==> src/rtl/qacc_sat_relu.sv <==
// qacc_sat_relu
//
// Streaming fixed-point window accumulator. It sums LEN signed Q-format terms
// in a guard-bit-widened register, saturates the total back to N bits,
// optionally rectifies it (ReLU), and hands one activation per window to a
// valid/ready consumer.
//
// Ports
//   clk        in   1   single clock, rising edge
//   rst_n      in   1   synchronous, active-low reset
//   in_valid   in   1   in_data holds a valid term
//   in_ready   out  1   a term can be accepted this cycle (only while summing)
//   in_data    in   N   signed Q-format term
//   out_valid  out  1   out_data/out_sat hold a finished window result
//   out_ready  in   1   consumer accepts the result this cycle
//   out_data   out  N   saturated (and, if RELU, rectified) window sum
//   out_sat    out  1   window sum fell outside the N-bit signed range
//
// out_data/out_sat keep their last values between results; only out_valid
// qualifies them.

module qacc_sat_relu #(
    parameter int N    = 8,
    parameter int Q    = 4,
    parameter int LEN  = 9,
    parameter bit RELU = 1'b1
) (
    input  logic         clk,
    input  logic         rst_n,
    input  logic         in_valid,
    output logic         in_ready,
    input  logic [N-1:0] in_data,
    output logic         out_valid,
    input  logic         out_ready,
    output logic [N-1:0] out_data,
    output logic         out_sat
);

    // LEN terms of at most 2^(N-1) magnitude need clog2(LEN) guard bits, so
    // the accumulator can never wrap.
    localparam int CNT_W = $clog2(LEN);
    localparam int ACC_W = N + CNT_W;

    localparam logic signed [ACC_W-1:0] SUM_MAX = {{(CNT_W + 1){1'b0}}, {(N - 1){1'b1}}};
    localparam logic signed [ACC_W-1:0] SUM_MIN = {{(CNT_W + 1){1'b1}}, {(N - 1){1'b0}}};
    localparam logic [N-1:0]            OUT_MAX = {1'b0, {(N - 1){1'b1}}};
    localparam logic [N-1:0]            OUT_MIN = {1'b1, {(N - 1){1'b0}}};
    localparam logic [CNT_W-1:0]        CNT_LAST = CNT_W'(LEN - 1);

    // Q only documents the binary point (addition preserves it); it is
    // still range-checked here together with LEN.
    generate
        if (LEN < 2 || Q < 0 || Q >= N) begin : g_bad_params
            $error("qacc_sat_relu: parameters require LEN >= 2 and 0 <= Q < N");
        end
    endgenerate

    typedef enum logic {
        S_ACC = 1'b0,
        S_OUT = 1'b1
    } state_t;

    state_t                   state_q, state_d;
    logic signed [ACC_W-1:0]  acc_q, acc_d;
    logic [CNT_W-1:0]         cnt_q, cnt_d;
    logic [N-1:0]             data_q, data_d;
    logic                     sat_q, sat_d;

    logic                     accept;
    logic                     last_term;
    logic signed [ACC_W-1:0]  term_ext;
    logic signed [ACC_W-1:0]  sum;
    logic [N-1:0]             sat_val;
    logic                     sum_sat;

    // FSM state register.
    always_ff @(posedge clk) begin
        if (!rst_n) begin
            state_q <= S_ACC;
        end else begin
            state_q <= state_d;
        end
    end

    // FSM next state: leave ACC on the final term of a window, leave OUT on
    // the output handshake.
    always_comb begin
        state_d = state_q;
        case (state_q)
            S_ACC: if (accept && last_term) state_d = S_OUT;
            S_OUT: if (out_ready)           state_d = S_ACC;
            default:                        state_d = S_ACC;
        endcase
    end

    // FSM outputs: the block either collects terms or offers a result,
    // never both.
    always_comb begin
        in_ready  = (state_q == S_ACC);
        out_valid = (state_q == S_OUT);
    end

    assign accept    = in_valid && in_ready;
    assign last_term = (cnt_q == CNT_LAST);
    assign term_ext  = {{CNT_W{in_data[N-1]}}, in_data};
    assign sum       = acc_q + term_ext;

    // Clamp the wide window sum to N bits, then rectify. Saturation is
    // flagged even when ReLU later zeroes a negative clamp.
    always_comb begin
        sat_val = sum[N-1:0];
        sum_sat = 1'b0;
        if (sum > SUM_MAX) begin
            sat_val = OUT_MAX;
            sum_sat = 1'b1;
        end else if (sum < SUM_MIN) begin
            sat_val = OUT_MIN;
            sum_sat = 1'b1;
        end
        if (RELU && sat_val[N-1]) begin
            sat_val = '0;
        end
    end

    // Datapath next state: accumulate accepted terms; on the last one clear
    // the window and capture the finished result, which then holds until
    // the next window completes.
    always_comb begin
        acc_d  = acc_q;
        cnt_d  = cnt_q;
        data_d = data_q;
        sat_d  = sat_q;
        if (accept) begin
            if (last_term) begin
                acc_d  = '0;
                cnt_d  = '0;
                data_d = sat_val;
                sat_d  = sum_sat;
            end else begin
                acc_d = sum;
                cnt_d = cnt_q + CNT_W'(1);
            end
        end
    end

    // Datapath registers; reset discards any partial window, including a
    // term presented on the reset edge.
    always_ff @(posedge clk) begin
        if (!rst_n) begin
            acc_q  <= '0;
            cnt_q  <= '0;
            data_q <= '0;
            sat_q  <= 1'b0;
        end else begin
            acc_q  <= acc_d;
            cnt_q  <= cnt_d;
            data_q <= data_d;
            sat_q  <= sat_d;
        end
    end

    assign out_data = data_q;
    assign out_sat  = sat_q;

endmodule

==> config.mk <==
export PLATFORM = sky130hd
export DESIGN_NAME = qacc_sat_relu
export DESIGN_NICKNAME = d
export VERILOG_FILES = /design/src/rtl/qacc_sat_relu.sv
export SDC_FILE = /design/constraint.sdc
export NUM_CORES = 1
export LEC_CHECK = 0
export CAP_MARGIN = 10
export CORE_ASPECT_RATIO = 2
export CORE_UTILIZATION = 30
export DETAILED_ROUTE_END_ITERATION = 8
export SYNTH_ARGS = -nofsm -noshare
export SYNTH_HDL_FRONTEND = slang
export SYNTH_SLANG_ARGS = --single-unit
==> constraint.sdc <==
create_clock -name clk -period 3.1 [get_ports clk]
set_input_delay 0.775 -clock clk [delete_from_list [all_inputs] [get_ports clk]]
set_output_delay 0.775 -clock clk [all_outputs]
set_load 0.02 [all_outputs]
==> flow_metrics.tcl, run 1 <==
set metrics [dict create \
    status "completed" \
    drc 0 \
    h-tree-depth 1 \
    rows 38 \
    ctsLongestPathBuffers 2 \
    fin_skew_ns 0.00696 \
    rsz0062_at_grt "no" \
    dieHeight_um 109 \
    min_period_ns 3.02 \
    cap_violations 0 \
    cp_data_arrival_time_ns 3.19 \
    clock-root-buffer "clkbuf_8" \
    synth_edf_count 0 \
    postSynthAreaPerCell_um2 8.90 \
    drt_pass1_iterations 4 \
    fin_tns_setup_ns 0 \
    port_buffers 21 \
    place.gp.congestion 0.845 \
    clock-sinks 25 \
    crit_fanout 7 \
    antenna_cells 0 \
    min_period_over_period_pct 97.3 \
    crit_type "in2reg" \
    hold_depth 2 \
    synth_top_area_share_pct 29.3 \
    min_to "acc_q[2]$_SDFFE_PN0P_" \
    vdd_ir_drop_max_uv 225 \
    synth_top_cell_by_area "dfxtp_1" \
    netlist_area_um2 1710 \
    place_worst_setup_slack_ns -0.290 \
    setup_viol 0 \
    r2r-end "out_data[1]$_SDFFE_PN0P_" \
    critPathRequiredTime_ns 3.28 \
    postRouteAntennaNets 0 \
    grt_first_pass_wirelength_um 7760 \
    hpwl_um 3810 \
    core_area_um2 5470 \
    synthTopCellsByArea "dfxtp_1 29%, ha_1 9.5%, nor2b_1 4.8%, a22oi_1 4.4%, a221o_1 4.1%" \
    drt_iter0_drc 26 \
    nNetsFinal 271 \
    dieWidth_um 55.4 \
    end_kind "flip-flop" \
    power-per-cell-area_nw_per_um2 449 \
    start_util_pct 31.2 \
    track_usage_pct 16.4 \
    p_leak_uw 0.000991 \
    path_delay_family "compound AO/OA/AOI/OAI gates" \
    antenna_found_initial 0 \
    relSlewSlack_pct 63.3 \
    ios 23 \
    cpMaxStageDelayCell "clkdlybuf4s50_1" \
    setup_ws_ns 0.0848 \
    vias 1657 \
    regToRegStartpoint "acc_q[4]$_SDFFE_PN0P_" \
    finalHoldViolCount 0 \
    grt_pass1_vias 1696 \
    clk_latency_ns 0.28 \
    async_reset_ff_share_pct 0 \
    tightest_slew_ns 0.550 \
    cts_buffers 3 \
    hold_buffers 0 \
    clk_pin_slew_ns 0.10 \
    tritoncts "yes" \
    areaGrowthSynthToFinish_pct 33.4 \
    rr_worst_depth 7 \
    wl_per_cell_um 15.4 \
    layout-drive-gt1-share_pct 22.1 \
    grt-ovfl-total 0 \
    synth_cells 192 \
    ys_ff_latch 25 \
    ys_seq_area_share_pct 29.3 \
    worst-r2r-setup-slack_ns 0.69 \
    synth-main-ff-cell "dfxtp_1" \
    worstHoldStart "acc_q[2]$_SDFFE_PN0P_" \
    wirelength_um 4680 \
    hold_class "reg2reg" \
    die-area_um2 6020 \
    slowest_delay_ns 0.49 \
    syn_nets 218 \
    crit_chain "clkdlybuf4s50_1 > ha_1 > a211oi_2 > buf_4 > o2111a_1 > a211o_2 > a31o_4 > o31a_4 > a221o_1" \
    fill_cells 556 \
    holdWs_ns 0.490 \
    grt_start_max_net_pins 17 \
    ys_warn_count 0 \
    synth_cell_type_count 54 \
    slew_violations 0 \
    path_buf_inv 2 \
    viasPerCell 5.45 \
    worst_setup_path_start_kind "input pin" \
    max_clock_freq_mhz 332 \
    power_uw 1020 \
]
## layer usage
metal | part of all wire [%] | track usage (%) | vias up
li1 | - | - | 823
met1 | 35 | 14.5 | 782
met2 | 57 | 33.9 | 37
met3 | 1.8 | 0.712 | 15
met4 | 5.4 | 11.4 | 0
met5 | 0 | 0 | -
## area by class of cell
cell class	count	area, um2	share of cell area [%]
multi-input combinational	148	1140	50.2
sequential	25	500	22.0
clock buffer	3	41.3	1.81
timing repair buffer	55	465	20.4
tap	60	75.1	3.29
clock inverter	1	7.51	0.329
inverter	12	45.0	1.98
## per-stage QoR
stage	util (%)	cell area, um2	cells
floorplan	-	1710	192
global placement	40.2	2200	299
detailed placement	40.2	2200	299
CTS	41.2	2250	303
global route	41.7	2280	304
finish	41.7	2280	304
## where the power goes
group          internal [uW]  switching [uW]
sequential               343            12.8
clock                   91.4             114
combinational            228             234
## cells by family (layout without fill, tap and decap cells)
logic type,count (synthesis),count (layout),synth area share [%]
other cells,1,1,0.220
simple gates,62,62,19.7
flops,25,25,29.3
mux,1,1,0.659
xor+xnor,6,6,3.08
buf+inv,19,71,5.27
fa+ha+maj,14,14,10.7
compound gates,64,64,31.1
## layout by cell type, fill, tap and decap left out, drive strengths merged, types with 4 or more instances in the layout
master	netlist	final
a21o	4	4
nor2	8	8
a221o	7	7
a21oi	11	11
a22oi	10	10
nand2	14	14
nand3	9	9
and3	6	6
buf	3	34
clkdlybuf4s50	0	21
nor2b	13	13
a211oi	4	4
o21ai	4	4
inv	12	12
ha	13	13
xnor2	5	5
dfxtp	25	25
a21boi	5	5
## worst register-to-register path, stage by stage (launching register included)
cell and delay, ns:
dfxtp_1 0.32, ha_1 0.31, a21o_1 0.19, a21oi_1 0.43, nand4b_1 0.21, a31o_4 0.28, o31a_4 0.31, a221o_1 0.27
## state kept, by name, indices dropped and copies added, names as in the netlist
register   flops
acc_q         12
out_data       7
cnt_q          4
out_sat        1
out_valid      1
## worst max path at each step
stage | start | cells past startpoint | slack [ns] | endpoint
floorplan | in_data[0] | 9 | 0.24 | out_data[3]$_SDFFE_PN0P_
global placement | in_data[0] | 10 | -0.24 | out_data[5]$_SDFFE_PN0P_
detailed placement | in_data[0] | 10 | -0.29 | out_data[1]$_SDFFE_PN0P_
CTS | in_data[0] | 10 | 0.03 | out_data[1]$_SDFFE_PN0P_
global route | in_data[4] | 8 | 0.005 | out_data[1]$_SDFFE_PN0P_
finish | in_data[2] | 9 | 0.08 | out_data[1]$_SDFFE_PN0P_
## cell usage after synthesis (all sizes together) (3+ instances only)
cell type,n
dfxtp,25
nand2,14
ha,13
nor2b,13
inv,12
a21oi,11
a22oi,10
nand3,9
nor2,8
a221o,7
and3,6
a21boi,5
xnor2,5
a211oi,4
a21o,4
clkbuf,4
o21ai,4
buf,3
o211ai,3
## timing repair
| item | 4_1_cts | 5_1_grt |
|---|---|---|
| pin swaps | 0 | 1 |
| endpoints found under the setup margin | 7 | 7 |
| resized for setup | 2 | 3 |
| setup buffers | 0 | 1 |
Power figures use the tool's default switching activity.
==> run 2, diff against run 1 <==
Settings changed: CORE_MARGIN set to 2.
Clock period 3.1 ns to 2.8 ns, I/O delays scaled along.
==> run 2 against run 1 <==
Net effect: via count increased by 5.2%; combinational power increased by 25%; global-route usage fell by 0.40 points; non-clock buffer count is 15 higher; critical path depth shrank 1; utilization up 3.7 points; clock skew is 0.00073 ns lower; worst setup slack got worse by 0.038 ns; sequential power up 12%; sequential share of layout area shrank 1.8 points.
==> flow_metrics.tcl, run 2 (synthesis results as in run 1) <==
set metrics [dict create \
    power-per-cell-area_nw_per_um2 487 \
    die-area_um2 6350 \
    max_clock_freq_mhz 363 \
    worst-r2r-setup-slack_ns 0.34 \
    wl_per_cell_um 15.5 \
    cts_buffers 3 \
    layout.area.seq_um2 500 \
    clk_latency_ns 0.28 \
    viasPerCell 5.46 \
    crit_fanout 7 \
    crit_path_end "out_data[2]$_SDFFE_PN0P_" \
    p_leak_uw 0.00109 \
    finalHoldViolCount 0 \
    antenna_found_initial 0 \
    ctsLongestPathBuffers 2 \
    dieWidth_um 57.4 \
    drt_iter0_drc 39 \
    rsz0062_at_grt "no" \
    clock-root-buffer "clkbuf_8" \
    hold_depth 2 \
    multi_input_area_um2 1240 \
    crit_chain "clkdlybuf4s50_1 > ha_4 > o21ai_2 > o2111a_1 > a211o_2 > a31o_4 > o31a_4 > a221o_1" \
    dieHeight_um 111 \
    grt_first_pass_wirelength_um 7930 \
    clock-sinks 25 \
    track_usage_pct 16.0 \
    place_worst_setup_slack_ns -0.566 \
    cp_data_arrival_time_ns 2.92 \
    regToRegStartpoint "acc_q[0]$_SDFFE_PN0P_" \
    h-tree-depth 1 \
    cpMaxStageDelayCell "clkdlybuf4s50_1" \
    critPathRequiredTime_ns 2.97 \
    drt_pass1_iterations 4 \
    core_area_um2 5470 \
    hold_class "reg2reg" \
    antenna_cells 0 \
    final_util_pct 45.3 \
    port_buffers 21 \
    drc 0 \
    r2r-end "out_data[2]$_SDFFE_PN0P_" \
    layout-drive-gt1-share_pct 30.5 \
    slew_violations 0 \
    wirelength_um 4930 \
    place.gp.congestion 0.874 \
    slowest_delay_ns 0.45 \
    postRouteAntennaNets 0 \
    final_common_cell "buf_4" \
    grt-ovfl-total 0 \
    rows 38 \
    setup_viol 0 \
    clk_pin_slew_ns 0.10 \
    tritoncts "yes" \
    largest_register_ffs 12 \
    fin_skew_ns 0.00623 \
    top_register "acc_q" \
    crit_type "in2reg" \
    ios 23 \
    areaGrowthSynthToFinish_pct 45.1 \
    rr_worst_depth 9 \
    worst_setup_path_start_kind "input pin" \
    setup_ws_ns 0.0468 \
    grt_pass1_vias 1753 \
    crit_start "in_data[3]" \
    vdd_ir_drop_max_uv 240 \
    vias 1743 \
    status "completed" \
    cap_violations 0 \
    grt_start_max_net_pins 15 \
    hpwl_um 3910 \
    nNetsFinal 286 \
    end_kind "flip-flop" \
    min_period_over_period_pct 98.3 \
    fill_cells 539 \
    final_cell_mix "49 x buf_4, 25 x dfxtp_1, 14 x nand2_1, 14 x clkdlybuf4s50_1, 12 x nor2b_1" \
    min_period_ns 2.75 \
    start_util_pct 31.2 \
]
-- run 2: cell types whose count changed in the layout (fill, tap and decap cells not counted), sizes merged --
cell           delta
clkinvlp          -1
buf              +15
clkdlybuf4s15     +1
dlymetal6s2s      +1
clkinv            +1
clkdlybuf4s50     -7
dlygate4sd2       +5
-- run 2: timing repair --
item                       in CTS  in global routing
setup endpoints to repair       9                  7
buffers inserted               10                  1
gates resized for setup        27                  2
pin swaps                      17                  7
hold buffers                    0                  0
-- run 2: cell type report --
class / count / area share (%)
clock buffer: 3 / 1.67
sequential: 25 / 20.2
tap: 60 / 3.03
clock inverter: 1 / 0.202
timing repair buffer: 70 / 23.2
multi-input combinational: 148 / 49.9
inverter: 12 / 1.82
-- run 2: how the worst min path moves through the flow --
stage / start / endpoint
floorplan: acc_q[0]$_SDFFE_PN0P_ / acc_q[0]$_SDFFE_PN0P_
global placement: acc_q[0]$_SDFFE_PN0P_ / acc_q[0]$_SDFFE_PN0P_
detailed placement: acc_q[2]$_SDFFE_PN0P_ / acc_q[2]$_SDFFE_PN0P_
CTS: out_data[1]$_SDFFE_PN0P_ / out_data[1]$_SDFFE_PN0P_
global route: acc_q[0]$_SDFFE_PN0P_ / acc_q[0]$_SDFFE_PN0P_
finish: acc_q[0]$_SDFFE_PN0P_ / acc_q[0]$_SDFFE_PN0P_
-- run 2: through the flow --
step	instances	hold slack (ns)	setup TNS, ns	power (uW)	instance area [um2]
3_5_place_dp	305	0.472	-5.13	908	2240
6_report	319	0.494	0	1210	2480
2_1_floorplan	192	0.445	0	708	1710
3_3_place_gp	305	0.454	-4.54	904	2240
4_1_cts	318	0.501	0	1200	2460
5_1_grt	319	0.515	0	1280	2480
-- run 2: power breakdown --
part / internal [uW] / total, uW / switching, uW
combinational: 305 / 579 / 274
clock: 100 / 228 / 128
sequential: 379 / 399 / 19.8
-- run 2: layer usage --
| metal | share of wire (%) | track usage, % | up-vias | wire (um) |
|---|---|---|---|---|
| li1 | - | - | 854 | - |
| met1 | 37 | 15.5 | 824 | 1800 |
| met2 | 54 | 28.6 | 40 | 2680 |
| met3 | 1.8 | 1.05 | 25 | 90 |
| met4 | 7.4 | 13.8 | 0 | 363 |
| met5 | 0 | 0 | - | 0 |
-- run 2: critical path, delay by kind of cell --
family	cells	cell delay, ns
compound gates	6	1.47
fa+ha+maj	1	0.31
buf+inv	1	0.45
